**src/rtl/if_fetch_if.sv**
```systemverilog
// Fetch-stage bus bundle: instruction memory port, execute redirect and decode handshake.
// The master modport is the fetch stage; the slave modport is its environment.
interface if_fetch_if;
    logic        imem_req;
    logic [31:0] imem_addr;
    logic        imem_rvalid;
    logic [31:0] imem_rdata;
    logic        redirect_valid;
    logic [31:0] redirect_pc;
    logic        inst_valid;
    logic        inst_ready;
    logic [31:0] inst_out;
    logic [31:0] inst_pc;
    logic        fetch_fault;

    modport master (
        output imem_req, imem_addr, inst_valid, inst_out, inst_pc, fetch_fault,
        input  imem_rvalid, imem_rdata, redirect_valid, redirect_pc, inst_ready
    );

    modport slave (
        input  imem_req, imem_addr, inst_valid, inst_out, inst_pc, fetch_fault,
        output imem_rvalid, imem_rdata, redirect_valid, redirect_pc, inst_ready
    );
endinterface

```
**src/rtl/if_fetch.sv**
```systemverilog
// Instruction fetch stage: one outstanding word request, stale-response kill on redirect,
// buffered instruction handed to decode over valid/ready, sticky fault on misaligned target.
module if_fetch_chk (
    input logic clk,
    input logic rst_n,
    input logic imem_req,
    input logic inst_valid,
    input logic fetch_fault
);
    a_req_valid_excl: assert property (@(posedge clk) disable iff (!rst_n)
        !(imem_req && inst_valid));
    a_fault_quiet: assert property (@(posedge clk) disable iff (!rst_n)
        fetch_fault |-> (!imem_req && !inst_valid));
endmodule

module if_fetch #(
    parameter logic [31:0] RESET_PC = 32'h0000_0000
) (
    input  logic         clk,
    input  logic         rst_n,
    if_fetch_if.master   bus
);

    typedef enum logic [1:0] {
        ST_IDLE  = 2'd0,
        ST_FETCH = 2'd1,
        ST_VALID = 2'd2,
        ST_FAULT = 2'd3
    } state_t;

    localparam logic [31:0] NOP_INST = 32'h0000_0013;

    state_t      state_r, state_s;
    logic [31:0] pc_r, pc_s;
    logic [31:0] req_addr_r, req_addr_s;
    logic [31:0] inst_out_r, inst_out_s;
    logic [31:0] inst_pc_r, inst_pc_s;
    logic        kill_r, kill_s;
    logic        imem_req_r;
    logic        inst_valid_r;
    logic        fetch_fault_r;
    logic        bad_redirect_s;

    function automatic logic misaligned(input logic [31:0] addr);
        return addr[1:0] != 2'b00;
    endfunction

    assign bad_redirect_s = bus.redirect_valid && misaligned(bus.redirect_pc);

    // Next-state and datapath update; misaligned redirect overrides everything else
    always_comb begin
        state_s    = state_r;
        pc_s       = pc_r;
        req_addr_s = req_addr_r;
        inst_out_s = inst_out_r;
        inst_pc_s  = inst_pc_r;
        kill_s     = kill_r;

        if (bad_redirect_s) begin
            state_s = ST_FAULT;
            // Remember whether a response is still owed so it can be swallowed later
            case (state_r)
                ST_FETCH: kill_s = !bus.imem_rvalid;
                ST_FAULT: kill_s = kill_r && !bus.imem_rvalid;
                default:  kill_s = 1'b0;
            endcase
        end else begin
            case (state_r)
                ST_IDLE: begin
                    state_s = ST_FETCH;
                    if (bus.redirect_valid) begin
                        pc_s       = bus.redirect_pc;
                        req_addr_s = bus.redirect_pc;
                    end else begin
                        req_addr_s = pc_r;
                    end
                end
                ST_FETCH: begin
                    if (bus.imem_rvalid) begin
                        if (kill_r || bus.redirect_valid) begin
                            kill_s = 1'b0;
                            if (bus.redirect_valid) begin
                                pc_s       = bus.redirect_pc;
                                req_addr_s = bus.redirect_pc;
                            end else begin
                                req_addr_s = pc_r;
                            end
                        end else begin
                            inst_out_s = bus.imem_rdata;
                            inst_pc_s  = req_addr_r;
                            pc_s       = req_addr_r + 32'd4;
                            state_s    = ST_VALID;
                        end
                    end else if (bus.redirect_valid) begin
                        // Address must stay put until the owed response returns
                        pc_s   = bus.redirect_pc;
                        kill_s = 1'b1;
                    end else begin
                        state_s = ST_FETCH;
                    end
                end
                ST_VALID: begin
                    if (bus.redirect_valid) begin
                        pc_s       = bus.redirect_pc;
                        req_addr_s = bus.redirect_pc;
                        state_s    = ST_FETCH;
                    end else if (bus.inst_ready) begin
                        req_addr_s = pc_r;
                        state_s    = ST_FETCH;
                    end else begin
                        state_s = ST_VALID;
                    end
                end
                ST_FAULT: begin
                    if (bus.redirect_valid) begin
                        pc_s       = bus.redirect_pc;
                        req_addr_s = bus.redirect_pc;
                        kill_s     = kill_r && !bus.imem_rvalid;
                        state_s    = ST_FETCH;
                    end else if (bus.imem_rvalid) begin
                        kill_s = 1'b0;
                    end else begin
                        state_s = ST_FAULT;
                    end
                end
                default: begin
                    state_s = ST_IDLE;
                    kill_s  = 1'b0;
                end
            endcase
        end
    end

    // State, datapath and registered output flags
    always_ff @(posedge clk or negedge rst_n) begin
        if (!rst_n) begin
            state_r       <= ST_IDLE;
            pc_r          <= RESET_PC;
            req_addr_r    <= RESET_PC;
            inst_out_r    <= NOP_INST;
            inst_pc_r     <= RESET_PC;
            kill_r        <= 1'b0;
            imem_req_r    <= 1'b0;
            inst_valid_r  <= 1'b0;
            fetch_fault_r <= 1'b0;
        end else begin
            state_r       <= state_s;
            pc_r          <= pc_s;
            req_addr_r    <= req_addr_s;
            inst_out_r    <= inst_out_s;
            inst_pc_r     <= inst_pc_s;
            kill_r        <= kill_s;
            imem_req_r    <= (state_s == ST_FETCH);
            inst_valid_r  <= (state_s == ST_VALID);
            fetch_fault_r <= (state_s == ST_FAULT);
        end
    end

    assign bus.imem_req    = imem_req_r;
    assign bus.imem_addr   = req_addr_r;
    assign bus.inst_valid  = inst_valid_r;
    assign bus.inst_out    = inst_out_r;
    assign bus.inst_pc     = inst_pc_r;
    assign bus.fetch_fault = fetch_fault_r;

    if_fetch_chk u_chk (
        .clk         (clk),
        .rst_n       (rst_n),
        .imem_req    (imem_req_r),
        .inst_valid  (inst_valid_r),
        .fetch_fault (fetch_fault_r)
    );

endmodule
```
**src/flat_wrapper.sv**
```systemverilog
// flat-port wrapper written by rule: the top's interface ports become plain ports
module if_fetch_flat 
#(
    parameter logic [31:0] RESET_PC = 32'h0000_0000
)
  (clk, rst_n, bus_imem_req, bus_imem_addr, bus_inst_valid, bus_inst_out, bus_inst_pc, bus_fetch_fault, bus_imem_rvalid, bus_imem_rdata, bus_redirect_valid, bus_redirect_pc, bus_inst_ready);
  if_fetch_if bus_i ();
  input  logic clk;
  input  logic rst_n;
  output wire logic [$bits(bus_i.imem_req)-1:0] bus_imem_req;
  output wire logic [$bits(bus_i.imem_addr)-1:0] bus_imem_addr;
  output wire logic [$bits(bus_i.inst_valid)-1:0] bus_inst_valid;
  output wire logic [$bits(bus_i.inst_out)-1:0] bus_inst_out;
  output wire logic [$bits(bus_i.inst_pc)-1:0] bus_inst_pc;
  output wire logic [$bits(bus_i.fetch_fault)-1:0] bus_fetch_fault;
  input wire logic [$bits(bus_i.imem_rvalid)-1:0] bus_imem_rvalid;
  input wire logic [$bits(bus_i.imem_rdata)-1:0] bus_imem_rdata;
  input wire logic [$bits(bus_i.redirect_valid)-1:0] bus_redirect_valid;
  input wire logic [$bits(bus_i.redirect_pc)-1:0] bus_redirect_pc;
  input wire logic [$bits(bus_i.inst_ready)-1:0] bus_inst_ready;
  assign bus_imem_req = bus_i.imem_req;
  assign bus_imem_addr = bus_i.imem_addr;
  assign bus_inst_valid = bus_i.inst_valid;
  assign bus_inst_out = bus_i.inst_out;
  assign bus_inst_pc = bus_i.inst_pc;
  assign bus_fetch_fault = bus_i.fetch_fault;
  assign bus_i.imem_rvalid = bus_imem_rvalid;
  assign bus_i.imem_rdata = bus_imem_rdata;
  assign bus_i.redirect_valid = bus_redirect_valid;
  assign bus_i.redirect_pc = bus_redirect_pc;
  assign bus_i.inst_ready = bus_inst_ready;
  if_fetch #(.RESET_PC(RESET_PC)) u_core (.clk(clk), .rst_n(rst_n), .bus(bus_i));
endmodule
```
**config.mk**
```make
export PLATFORM = sky130hd
export DESIGN_NAME = if_fetch_flat
export DESIGN_NICKNAME = d
export VERILOG_FILES = /design/src/rtl/if_fetch_if.sv /design/src/rtl/if_fetch.sv /design/src/flat_wrapper.sv
export SDC_FILE = /design/constraint.sdc
export NUM_CORES = 1
export LEC_CHECK = 0
export CAP_MARGIN = 20
export CORE_MARGIN = 1.5
export CORE_UTILIZATION = 35
export DETAILED_ROUTE_END_ITERATION = 8
export SYNTH_ARGS = -nofsm -noshare
export SYNTH_HDL_FRONTEND = slang
export SYNTH_SLANG_ARGS = --single-unit
export TNS_END_PERCENT = 10
```
**constraint.sdc**
```tcl
create_clock -name clk -period 3.6 [get_ports clk]
set_input_delay 0.36 -clock clk [delete_from_list [all_inputs] [get_ports clk]]
set_output_delay 0.36 -clock clk [all_outputs]
set_load 0.02 [all_outputs]
```
==> summary by stage, run 1 <==
STA
The tightest hold margin is 0.00306 ns. The count of final max-slew check failures is 0. The smallest setup slack after layout is 1.38 ns. Setup repair after global routing left no endpoint under its margin.

The tightest slew margin relative to the limit is 0.300. Subtracting the final worst setup slack from the clock period gives 2.22 ns. The worst setup skew after layout is 0.00869 ns. Setup violations remaining at the end of the flow were counted as 0. The top achievable clock speed is 450 MHz.

Dividing the final minimum period by the clock period gives 0.618. The transition at the pin with the smallest max-transition slack is 1.05 ns. The number of failing hold endpoints at the final stage is 0. Adding up every negative setup slack in the final design gives 0 ns.

Setup path
STA classifies the critical path startpoint as a flop. STA puts the critical path data arrival time at 2.56 ns. The setup path with the least slack is of type flop to flop.

The worst reg2reg path startpoint is u_core.bus.imem_addr[2]. In this run the critical register-to-register path is captured at u_core.pc_r[26]. The maximum fanout count along the critical path is 8. The worst setup path startpoint is u_core.bus.imem_addr[2]. For the worst setup path, the data required time is 3.94 ns. Following the worst setup path forward leads to its endpoint at u_core.pc_r[26]. The worst register-to-register path has a depth of 6.

The setup check on the worst reg-to-reg path leaves a slack of 1.38 ns. STA classifies the critical path endpoint as a flop.

Synthesis
The synthesized design contains 134 register bits. In this run, distinct cell masters in the synthesized netlist total 39. The cell count after synthesis came out at 711. The Yosys warning count is 0.

The share of the yosys chip area belonging to registers is 0.534. The post-synth design cell area is 6290 um^2. The synthesized net count is 781.

Dividing the synthesized area by the synthesized cell count gives 8.85 um^2.

Final layout
The final net count is 930. The final instance count without filler cells is 1098. The multi-input combinational cells in the finished layout cover a total of 2770 um^2.

The top cell types in the final layout, fill and taps aside, are sky130_fd_sc_hd__nand2_1 (255), sky130_fd_sc_hd__clkdlybuf4s50_1 (165), sky130_fd_sc_hd__dfrtp_1 (131). The number of inserted filler cells in the final layout is 1644. The sequential cells in the finished layout cover a total of 3360 um^2. The commonest non-fill, non-tap cell in the layout is sky130_fd_sc_hd__nand2_1. The final antenna diode count is 0. The share of final-layout standard cells stronger than drive strength 1 is 0.0664. The area growth from synthesis to final layout is 40.3%.

CTS
The maximum level of the CTS H-tree is 4. CTS saw 134 sinks. The later pin in the worst-skew pair is clocked with a latency of 0.42 ns. The maximum buffer depth of the clock tree is 2. The CTS tree is built. The root buffer cell chosen for the clock tree is sky130_fd_sc_hd__clkbuf_16.

After clock tree synthesis, the flow added hold-fix buffers numbering 0. Buffers inserted during clock tree synthesis total 17. After clock tree synthesis, the clock-pin slew on the worst setup and hold paths is 0.06 ns. Gates resized during post-CTS repair numbered 0. The total setup buffers inserted after CTS is 0.

Pwr
The worst vdd rail ir drop is 0.343 mV. For this design the ratio of total power to cell area is 736 nW/um^2. The sequential share of power is 0.368. The internal portion of the total power is 4.24 mW. Total power for the finished layout comes to 6.49 mW.

The analysis attributes to cell leakage a power of 3.87 nW. The switching share of total power is 0.346. For this design the total switching power over the nets is 2.25 mW. Of the total power, the clock network draws 0.293. The combinational group share of total power is 0.339.

Detailed routing
The count of TritonRoute iterations in the first routing pass is 4. Dividing the detail-routed via count by the number of cells gives 4.90. The initial detailed-routing violation count is 379.

In the routed design, unresolved DRC markers number 0. Once detail routing completed, the nets flagged for antenna violations numbered 0. The wire length per cell is 15.9 um. The via total after detailed routing is 5376. The routed design has 17400 um of wire.

Floorplanning
The area of the placeable core is 17400 um^2. 168 I/O pins were placed. The full die area is 18800 um^2. After floorplanning, the core was divided into 48 placement rows. The floorplan step set the die width to 137 um. For this configuration, the core starts out at a cell density of 0.361. The die height is 137 um.

GRT
The overflow left after global routing is 0. The first global-routing pass estimated 27500 um of wire. The largest net degree at the start of global routing is 106. The number of antenna violations at the first check in global routing is 0. Across every metal layer, demand over resource in global routing totals 0.192. The number of global-route vias before repair is 5111.

Placement
The final HPWL from detailed placement is 10900 um. The count of buffers from port buffering is 167. The number of placed cells counting well taps is 1066. At the placement stage, the worst setup path has a slack of 1.07 ns. The placer congestion estimate is 0.728.

Min path
The min-delay analysis places its worst path in the category input pin to asynchronous set/reset pin.

Run
The total of max-cap violations is 0.

Outcome
The flow ran to the end, and the final reports show no timing, DRC or antenna violations.
## stage by stage
stage               area (um^2)  utilization
floorplan                  6290            -
global placement           8190        0.470
detailed placement         8190        0.470
CTS                        8820        0.507
global route               8820        0.507
finish                     8820        0.507
## worst min path at each step
stage / to / cells after the start / start
2_1_floorplan: u_core.bus.fetch_fault / 0 / rst_n
3_3_place_gp: u_core.bus.inst_out[0] / 2 / u_core.bus.inst_out[0]
3_5_place_dp: u_core.bus.inst_out[0] / 2 / u_core.bus.inst_out[0]
4_1_cts: u_core.bus.inst_pc[2] / 1 / rst_n
5_1_grt: u_core.bus.inst_pc[2] / 1 / rst_n
6_report: u_core.bus.inst_pc[2] / 1 / rst_n
## final cells by class
cell class	instances	share of cell area
Sequential cell	134	0.380
Multi-Input combinational cell	528	0.314
Timing Repair Buffer	174	0.199
Clock buffer	19	0.0491
Tap cell	225	0.0319
Clock inverter	13	0.0233
Inverter	5	0.00213
## logic make-up after synthesis
family,count (synthesis),synth area share
DFF,134,0.534
buffers and inverters,49,0.0308
adders and majority gates,1,0.00199
muxes,38,0.0605
and+or+nand+nor,360,0.244
AOI/OAI and AO/OA,102,0.0919
xor gates and xnor gates,27,0.0376
## power groups by stage
| stage | logic (mW) | clock network (mW) | registers [mW] |
|---|---|---|---|
| 3_5_place_dp | 2.22 | 0 | 2.41 |
| 6_report | 2.20 | 1.90 | 2.39 |
| 5_1_grt | 2.39 | 2.00 | 2.47 |
| 4_1_cts | 2.23 | 1.94 | 2.40 |
| 2_1_floorplan | 0.726 | 0 | 2.78 |
| 3_3_place_gp | 2.19 | 0 | 2.41 |
## synthesized netlist by cell type (all sizes together)
master	instances	area, um^2
a21boi	1	7.51
a21oi	52	260
a221o	1	10.0
a221oi	4	47.6
a222oi	1	10.0
a22oi	4	30.0
a31oi	4	31.3
and3	4	25.0
and4	5	45.0
buf	16	67.6
clkbuf	28	108
dfrtp	131	3280
dfstp	3	78.8
ha	1	12.5
inv	5	18.8
mux2i	38	380
nand2	256	961
nand2b	2	12.5
nand3	30	150
nand3b	1	7.51
nand4	8	71.3
nor2	43	161
nor2b	1	6.26
nor3	4	20.0
nor4	2	42.5
o21ai	31	155
o22ai	3	18.8
o31ai	1	7.51
or2	3	18.8
or4	1	11.3
xnor2	9	78.8
xor2	18	158
## routing by layer
metal / global-route usage / routed length, um
met5: 0 / 0
met4: 0.0626 / 261
met3: 0.0478 / 670
met2: 0.293 / 8090
met1: 0.267 / 8390
## flip-flops by register name (all words and copies together), names as in the netlist
name                    flops
u_core.pc_r                32
u_core.bus.imem_req         1
u_core.bus.fetch_fault      1
u_core.bus.inst_pc         32
u_core.bus.inst_valid       1
u_core.bus.inst_out        32
u_core.bus.imem_addr       32
u_core.state_r              2
u_core.kill_r               1
## worst max-delay path, stage by stage (launching register included)
cell and delay, ns:
sky130_fd_sc_hd__dfrtp_1 0.50, sky130_fd_sc_hd__ha_1 0.25, sky130_fd_sc_hd__nand3_1 0.22, sky130_fd_sc_hd__nor4_4 0.64, sky130_fd_sc_hd__nand4_1 0.19, sky130_fd_sc_hd__xor2_1 0.18
sky130_fd_sc_hd__o21ai_0 0.14
(Power assumes the default switching activity.)
==> run 2, diff against run 1 <==
- clock period: 3.6 -> 2.28 ns (I/O delays scaled with it)
==> run 2 against run 1 <==
  * Final area up 2.5%
  * Sequential share of layout area shrank 0.92 points
  * Worst hold slack better by 0.25 ns
  * Register-to-register slack lost 1.0 ns
  * Global-route usage grew 0.89 points
  * First-iteration DRC count increased by 20%
  * Non-clock buffer count rose by 24
  * Sequential power up 54%
  * Combinational power is 69% higher
  * Via count increased by 2.8%
  * Sequential cell count stayed put
  * Critical path type unchanged
  * Critical endpoint unchanged
  * Largest power group is now combinational cells
==> summary by stage, run 2 (synthesized netlist as in run 1, its figures left out) <==
Setup path
Chain of cells forming the critical path: ha_1 -> nand3_1 -> nor4_4 -> buf_4 -> nand4_1 -> xor2_1 -> o21ai_0 (was ha_1 -> nand3_1 -> nor4_4 -> nand4_1 -> xor2_1 -> o21ai_0). The delay contributed by the slowest stage of the critical path came to 0.44 ns (was 0.64 ns). The largest delay contributor family on the critical path is simple AND/OR/NAND/NOR gates (unchanged). The type of destination of the critical path is a flop (unchanged). The kind of start point of the critical path is a flop (unchanged). The maximum fanout count along the critical path is 7 (was 8). The count of buffering cells on the critical path with inverters included is 1 (was 0).

The category of the critical setup timing path is flop to flop (unchanged). The cell with the largest stage delay on the worst path is sky130_fd_sc_hd__dfrtp_1 (was sky130_fd_sc_hd__nor4_4). The data required time of the worst path is 2.60 ns (was 3.94 ns). The arrival time reported for the critical path endpoint was 2.25 ns (was 2.56 ns).

CTS
The library cell used as clock root buffer is sky130_fd_sc_hd__clkbuf_16 (unchanged). The CTS buffer count was 17 (unchanged). The CTS tree is built (unchanged). The maximum buffer depth of the clock tree is 2 (unchanged). The number of clock sinks is 134 (unchanged). The maximum level of the CTS H-tree is 4 (unchanged). The clock edge transition at the registers on the reported setup and hold paths came to 0.06 ns (about the same). The clock insertion delay at the later pin of the skew report is 0.41 ns (was 0.42 ns). The quantity of gates resized following cts came to 0 (unchanged).

Floorplanning
The row count is 48 (unchanged). The number of top-level design ports was 168 (unchanged). The floorplan die width is 137 um (unchanged). The effective utilization at floorplan is 0.361 (unchanged). The die height is 137 um (unchanged). The full die area is 18800 um^2 (unchanged).

The area of the placeable core is 17400 um^2 (unchanged).

STA
The final critical-path share of the clock period is 0.847 (was 0.618). The number of failing hold endpoints at the final stage came to 0 (unchanged). Setup repair after global routing missed its margin: no (unchanged).

The tightest slew margin relative to the limit is 0.541 (was 0.300). The final count of negative-setup-slack endpoints is 0 (unchanged). The transition at the pin with the smallest max-transition slack is 0.688 ns (was 1.05 ns). The worst setup skew after layout is 0.00599 ns (was 0.00869 ns). The count of final max-slew check failures came to 0 (unchanged).

The shortest clock period the worst path allows after layout is 1.93 ns (was 2.22 ns). The top achievable clock speed is 518 MHz (was 450 MHz). The total negative slack for setup checks is 0 ns (unchanged).

Placement
The final HPWL from detailed placement is 12000 um (was 10900 um). The placer congestion estimate is 0.760 (was 0.728). The count of buffers from port buffering is 167 (unchanged).

Detailed routing
The wire length per cell is 16.3 um (was 15.9 um). The aggregate routed wire length came to 18200 um (was 17400 um). The via total after detailed routing is 5529 (was 5376). The average via count per standard cell is 4.93 (was 4.90). The DRC violation count after routing came to 0 (unchanged).

The count of TritonRoute iterations in the first routing pass is 5 (was 4). The count of nets left with antenna violations after detail routing was 0 (unchanged). The initial detailed-routing violation count is 453 (was 379).

Min path
The class of the most critical hold timing path is input pin to flop (was input pin to asynchronous set/reset pin).

Final layout
The share of final-layout standard cells stronger than drive strength 1 was 0.0904 (was 0.0664). The area growth from synthesis to final layout came to 43.7% (was 40.3%). The register area is 3360 um^2 (unchanged).

The area of the multi-input gates is 2770 um^2 (unchanged). The final antenna diode count is 0 (unchanged). The final net count is 954 (was 930).

The number of inserted filler cells in the final layout was 1655 (was 1644). The commonest non-fill, non-tap cell in the layout is sky130_fd_sc_hd__nand2_1 (unchanged). Most frequent cells in the layout: sky130_fd_sc_hd__nand2_1 (255), sky130_fd_sc_hd__clkdlybuf4s50_1 (165), sky130_fd_sc_hd__dfrtp_1 (131) (unchanged).

GRT
The number of global-route vias before repair came to 5350 (was 5111). The overflow left after global routing is 0 (unchanged). The overall routing resource usage is 0.201 (was 0.192). The number of antenna violations at the first check in global routing came to 0 (unchanged). The first-pass GRT wire length was 28800 um (was 27500 um). The largest net degree at the start of global routing is 46 (was 106).

Outcome
Status: finished clean (unchanged).

Pwr
The leakage power was 4.00 nW (was 3.87 nW). The worst vdd rail ir drop is 0.592 mV (was 0.343 mV). The total power per unit cell area was 1140 nW/um^2 (was 736 nW/um^2). The total design power is 10.3 mW (was 6.49 mW).

Run
The total of max-cap violations is 0 (unchanged).
## run 2: repair_timing
item | 4_1_cts | 5_1_grt
endpoints found under the hold margin | 42 | 0
hold buffers | 1 | 0
setup buffers | 0 | 2
endpoints found under the setup margin | 0 | 2
## run 2: worst min-delay path, stage by stage
cell	delay [ns]
sky130_fd_sc_hd__buf_2	0.22
sky130_fd_sc_hd__a22oi_1	0.10
sky130_fd_sc_hd__o21ai_0	0.07
## run 2: layer usage
| layer | track usage | wire length [um] |
|---|---|---|
| met1 | 0.278 | 8590 |
| met3 | 0.0400 | 761 |
| met5 | 0 | 0 |
| met2 | 0.317 | 8650 |
| met4 | 0.0637 | 227 |
## run 2: power breakdown
group          internal, mW  switching, mW  leakage [nW]
Clock                  1.87           1.02         0.309
Combinational          1.76           1.96          2.12
Sequential             3.12          0.564          1.57
Total                  6.74           3.55          4.00
## run 2: layout make-up
type / count / share of cell area
Clock buffer: 20 / 0.0505
Clock inverter: 11 / 0.0172
Inverter: 5 / 0.00208
Multi-Input combinational cell: 528 / 0.306
Sequential cell: 134 / 0.371
Tap cell: 225 / 0.0311
Timing Repair Buffer: 198 / 0.222
## run 2: metrics by stage
stage / hold WS (ns) / setup slack, ns / area, um^2 / utilization / instances
after global routing: 0.268 / 0.150 / 9040 / 0.519 / 1121
after CTS: 0.236 / 0.169 / 9030 / 0.518 / 1119
after detailed placement: 0.186 / 0.197 / 8410 / 0.483 / 1087
after floorplan: -0.0676 / 0.401 / 6290 / - / 711
after global placement: 0.183 / 0.285 / 8410 / 0.483 / 1087
final: 0.250 / 0.350 / 9040 / 0.519 / 1121
## run 2: final timing paths
kind | start | to | slack [ns] | depth (start not counted)
setup / recovery | u_core.bus.imem_addr[3] | u_core.pc_r[26] | 0.35 | 7
hold / removal | bus_redirect_valid | u_core.pc_r[27] | 0.25 | 3
setup reg to reg | u_core.bus.imem_addr[3] | u_core.pc_r[26] | 0.35 | 7
hold reg to reg | u_core.bus.inst_out[4] | u_core.bus.inst_out[4] | 0.46 | 2
max in group asynchronous | rst_n | u_core.bus.inst_out[9] | 1.21 | 3
min in group asynchronous | rst_n | u_core.bus.inst_pc[1] | 0.31 | 2
==> run 3, diff against run 2 <==
- clock period: 2.28 -> 1.8 ns (I/O delays scaled with it)
==> run 3 against run 2 <==
  * Global-route usage is essentially flat
  * Clock-buffer cell count up 4
  * Highest routed layer unchanged
  * Critical endpoint is now bus_imem_addr[9]
  * Sequential power increased by 25%
  * Total power is 27% higher
==> summary by stage, run 3 (synthesized netlist as in run 1, its figures left out) <==
Detailed routing
The aggregate routed wire length is 18100 um (was 18200 um). The initial detailed-routing violation count is 406 (was 453). The DRC violation count after routing came to 0 (unchanged). The count of nets left with antenna violations after detail routing is 0 (unchanged).

The count of TritonRoute iterations in the first routing pass came to 5 (unchanged). The via total after detailed routing is 5554 (was 5529). The wire length per cell came to 15.8 um (was 16.3 um). The average via count per standard cell is 4.87 (was 4.93).

CTS
The maximum level of the CTS H-tree was 4 (unchanged). The number of clock sinks is 134 (unchanged). The library cell used as clock root buffer is sky130_fd_sc_hd__clkbuf_16 (unchanged).

The clock insertion delay at the later pin of the skew report is 0.42 ns (was 0.41 ns). The maximum buffer depth of the clock tree is 2 (unchanged). The clock edge transition at the registers on the reported setup and hold paths is 0.06 ns (about the same). The CTS buffer count came to 17 (unchanged).

The CTS tree is built (unchanged).

Floorplanning
The row count is 48 (unchanged). The effective utilization at floorplan is 0.361 (unchanged). The die height came to 137 um (unchanged).

The floorplan die width is 137 um (unchanged). The area of the placeable core came to 17400 um^2 (unchanged). The full die area is 18800 um^2 (unchanged). The number of top-level design ports is 168 (unchanged).

Setup path
The kind of start point of the critical path is a flop (unchanged). The category of the critical setup timing path is flop to primary output (was flop to flop). The delay contributed by the slowest stage of the critical path came to 0.60 ns (was 0.44 ns). The worst setup path startpoint was u_core.bus.imem_addr[9] (was u_core.bus.imem_addr[3]). The arrival time reported for the critical path endpoint was 1.58 ns (was 2.25 ns). The cell with the largest stage delay on the worst path is sky130_fd_sc_hd__clkdlybuf4s50_1 (was sky130_fd_sc_hd__dfrtp_1). The maximum fanout count along the critical path is 6 (was 7). The worst reg2reg path startpoint was u_core.bus.imem_addr[12] (was u_core.bus.imem_addr[3]). The count of buffering cells on the critical path with inverters included is 2 (was 1). The type of destination of the critical path is a primary output (was flop). The largest delay contributor family on the critical path was buffers and inverters (was simple AND/OR/NAND/NOR gates).

Chain of cells forming the critical path: buf_4 -> clkdlybuf4s50_1 (was ha_1 -> nand3_1 -> nor4_4 -> buf_4 -> nand4_1 -> xor2_1 -> o21ai_0). The data required time of the worst path is 1.62 ns (was 2.60 ns).

STA
The count of final max-slew check failures is 0 (unchanged). The transition at the pin with the smallest max-transition slack is 0.447 ns (was 0.688 ns). The final count of negative-setup-slack endpoints is 0 (unchanged). The shortest clock period the worst path allows after layout is 1.76 ns.

The worst setup skew after layout is 0.0103 ns (was 0.00599 ns). Dividing the final minimum period by the clock period gives 0.980. The number of failing hold endpoints at the final stage came to 0 (unchanged). Setup repair after global routing missed its margin: yes (was no). The top achievable clock speed is 567 MHz. The tightest hold margin is 0.225 ns (was 0.250 ns). The tightest slew margin relative to the limit is 0.699 (was 0.541). The smallest setup slack after layout is 0.0367 ns (was 0.350 ns).

Run
The total of max-cap violations is 0 (unchanged).

Final layout
The number of inserted filler cells in the final layout came to 1634 (was 1655). The area growth from synthesis to final layout was 46.6% (was 43.7%). The commonest non-fill, non-tap cell in the layout is sky130_fd_sc_hd__nand2_1 (unchanged). The final antenna diode count is 0 (unchanged).

The area of the multi-input gates is 2780 um^2 (was 2770 um^2). The share of final-layout standard cells stronger than drive strength 1 is 0.110 (was 0.0904). The core occupancy in the finished layout is 0.529 (was 0.519). The register area is 3360 um^2 (about the same).

The final net count is 973 (was 954). Most frequent cells in the layout: sky130_fd_sc_hd__nand2_1 (255), sky130_fd_sc_hd__clkdlybuf4s50_1 (159), sky130_fd_sc_hd__dfrtp_1 (129) (was sky130_fd_sc_hd__nand2_1 (255), sky130_fd_sc_hd__clkdlybuf4s50_1 (165), sky130_fd_sc_hd__dfrtp_1 (131)). The final instance count without filler cells was 1141 (was 1121).

GRT
The number of global-route vias before repair was 5584 (was 5350). The number of antenna violations at the first check in global routing came to 0 (unchanged). The overall routing resource usage is 0.201 (about the same). The first-pass GRT wire length came to 29000 um (was 28800 um). The largest net degree at the start of global routing is 53 (was 46).

The overflow left after global routing is 0 (unchanged).

Placement
The number of placed cells counting well taps was 1108 (was 1087). The final HPWL from detailed placement is 12100 um (was 12000 um). The count of buffers from port buffering is 167 (unchanged). The placer congestion estimate is 0.765 (was 0.760). The pre-CTS worst setup slack is -0.0522 ns (was 0.197 ns).

Pwr
The total power per unit cell area came to 1420 nW/um^2 (was 1140 nW/um^2). The total design power came to 13.1 mW (was 10.3 mW). The leakage power is 4.13 nW (was 4.00 nW).

The worst vdd rail ir drop was 0.719 mV (was 0.592 mV).

Min path
The class of the most critical hold timing path is input pin to asynchronous set/reset pin (was input pin to flop).

Outcome
Status: finished clean (unchanged).
## run 3: layout make-up
cell class | instances | area share
Tap cell | 225 | 0.0305
Multi-Input combinational cell | 528 | 0.301
Sequential cell | 134 | 0.364
Inverter | 5 | 0.00204
Clock buffer | 24 | 0.0522
Timing Repair Buffer | 217 | 0.237
Clock inverter | 8 | 0.0132
## run 3: worst reg2reg max path: stages, from the launching register on
cell                       delay, ns
sky130_fd_sc_hd__dfrtp_1        0.43
sky130_fd_sc_hd__nand3_1        0.20
sky130_fd_sc_hd__nor4_4         0.25
sky130_fd_sc_hd__buf_4          0.22
sky130_fd_sc_hd__nand2_1        0.08
sky130_fd_sc_hd__xor2_1         0.15
sky130_fd_sc_hd__a221oi_2       0.25
## run 3: metrics by stage
stage               TNS (ns)  area (um^2)
finish                     0         9220
global route         -0.0201         9220
CTS                        0         9200
detailed placement    -0.795         8590
global placement           0         8590
floorplan            -0.0471         6290
## run 3: worst paths after layout
| kind | to | slack (ns) | cells past startpoint |
|---|---|---|---|
| setup / recovery | bus_imem_addr[9] | 0.04 | 2 |
| hold / removal | u_core.bus.inst_pc[1] | 0.23 | 2 |
| setup reg to reg | u_core.pc_r[21] | 0.14 | 6 |
| hold reg to reg | u_core.bus.inst_out[1] | 0.46 | 2 |
| max in group asynchronous | u_core.bus.inst_pc[20] | 0.97 | 3 |
| min in group clk | u_core.kill_r | 0.24 | 3 |
## run 3: per-layer routing
| layer | vias up | track usage | routed length (um) |
|---|---|---|---|
| li1 | 2738 | - | - |
| met1 | 2659 | 0.273 | 8280 |
| met2 | 138 | 0.319 | 8630 |
| met3 | 19 | 0.0452 | 936 |
| met4 | 0 | 0.0620 | 225 |
| met5 | - | 0 | 0 |
## run 3: power breakdown
part | internal, mW | switching [mW]
clock | 2.28 | 1.31
sequential | 3.95 | 0.654
combinational | 2.32 | 2.56
## run 3: repair_timing
item	in CTS	in global routing
pin swaps	0	2
setup endpoints to repair	1	17
endpoints found under the hold margin	41	0
buffers inserted	0	0
resized for setup	1	6
hold buffers	1	0
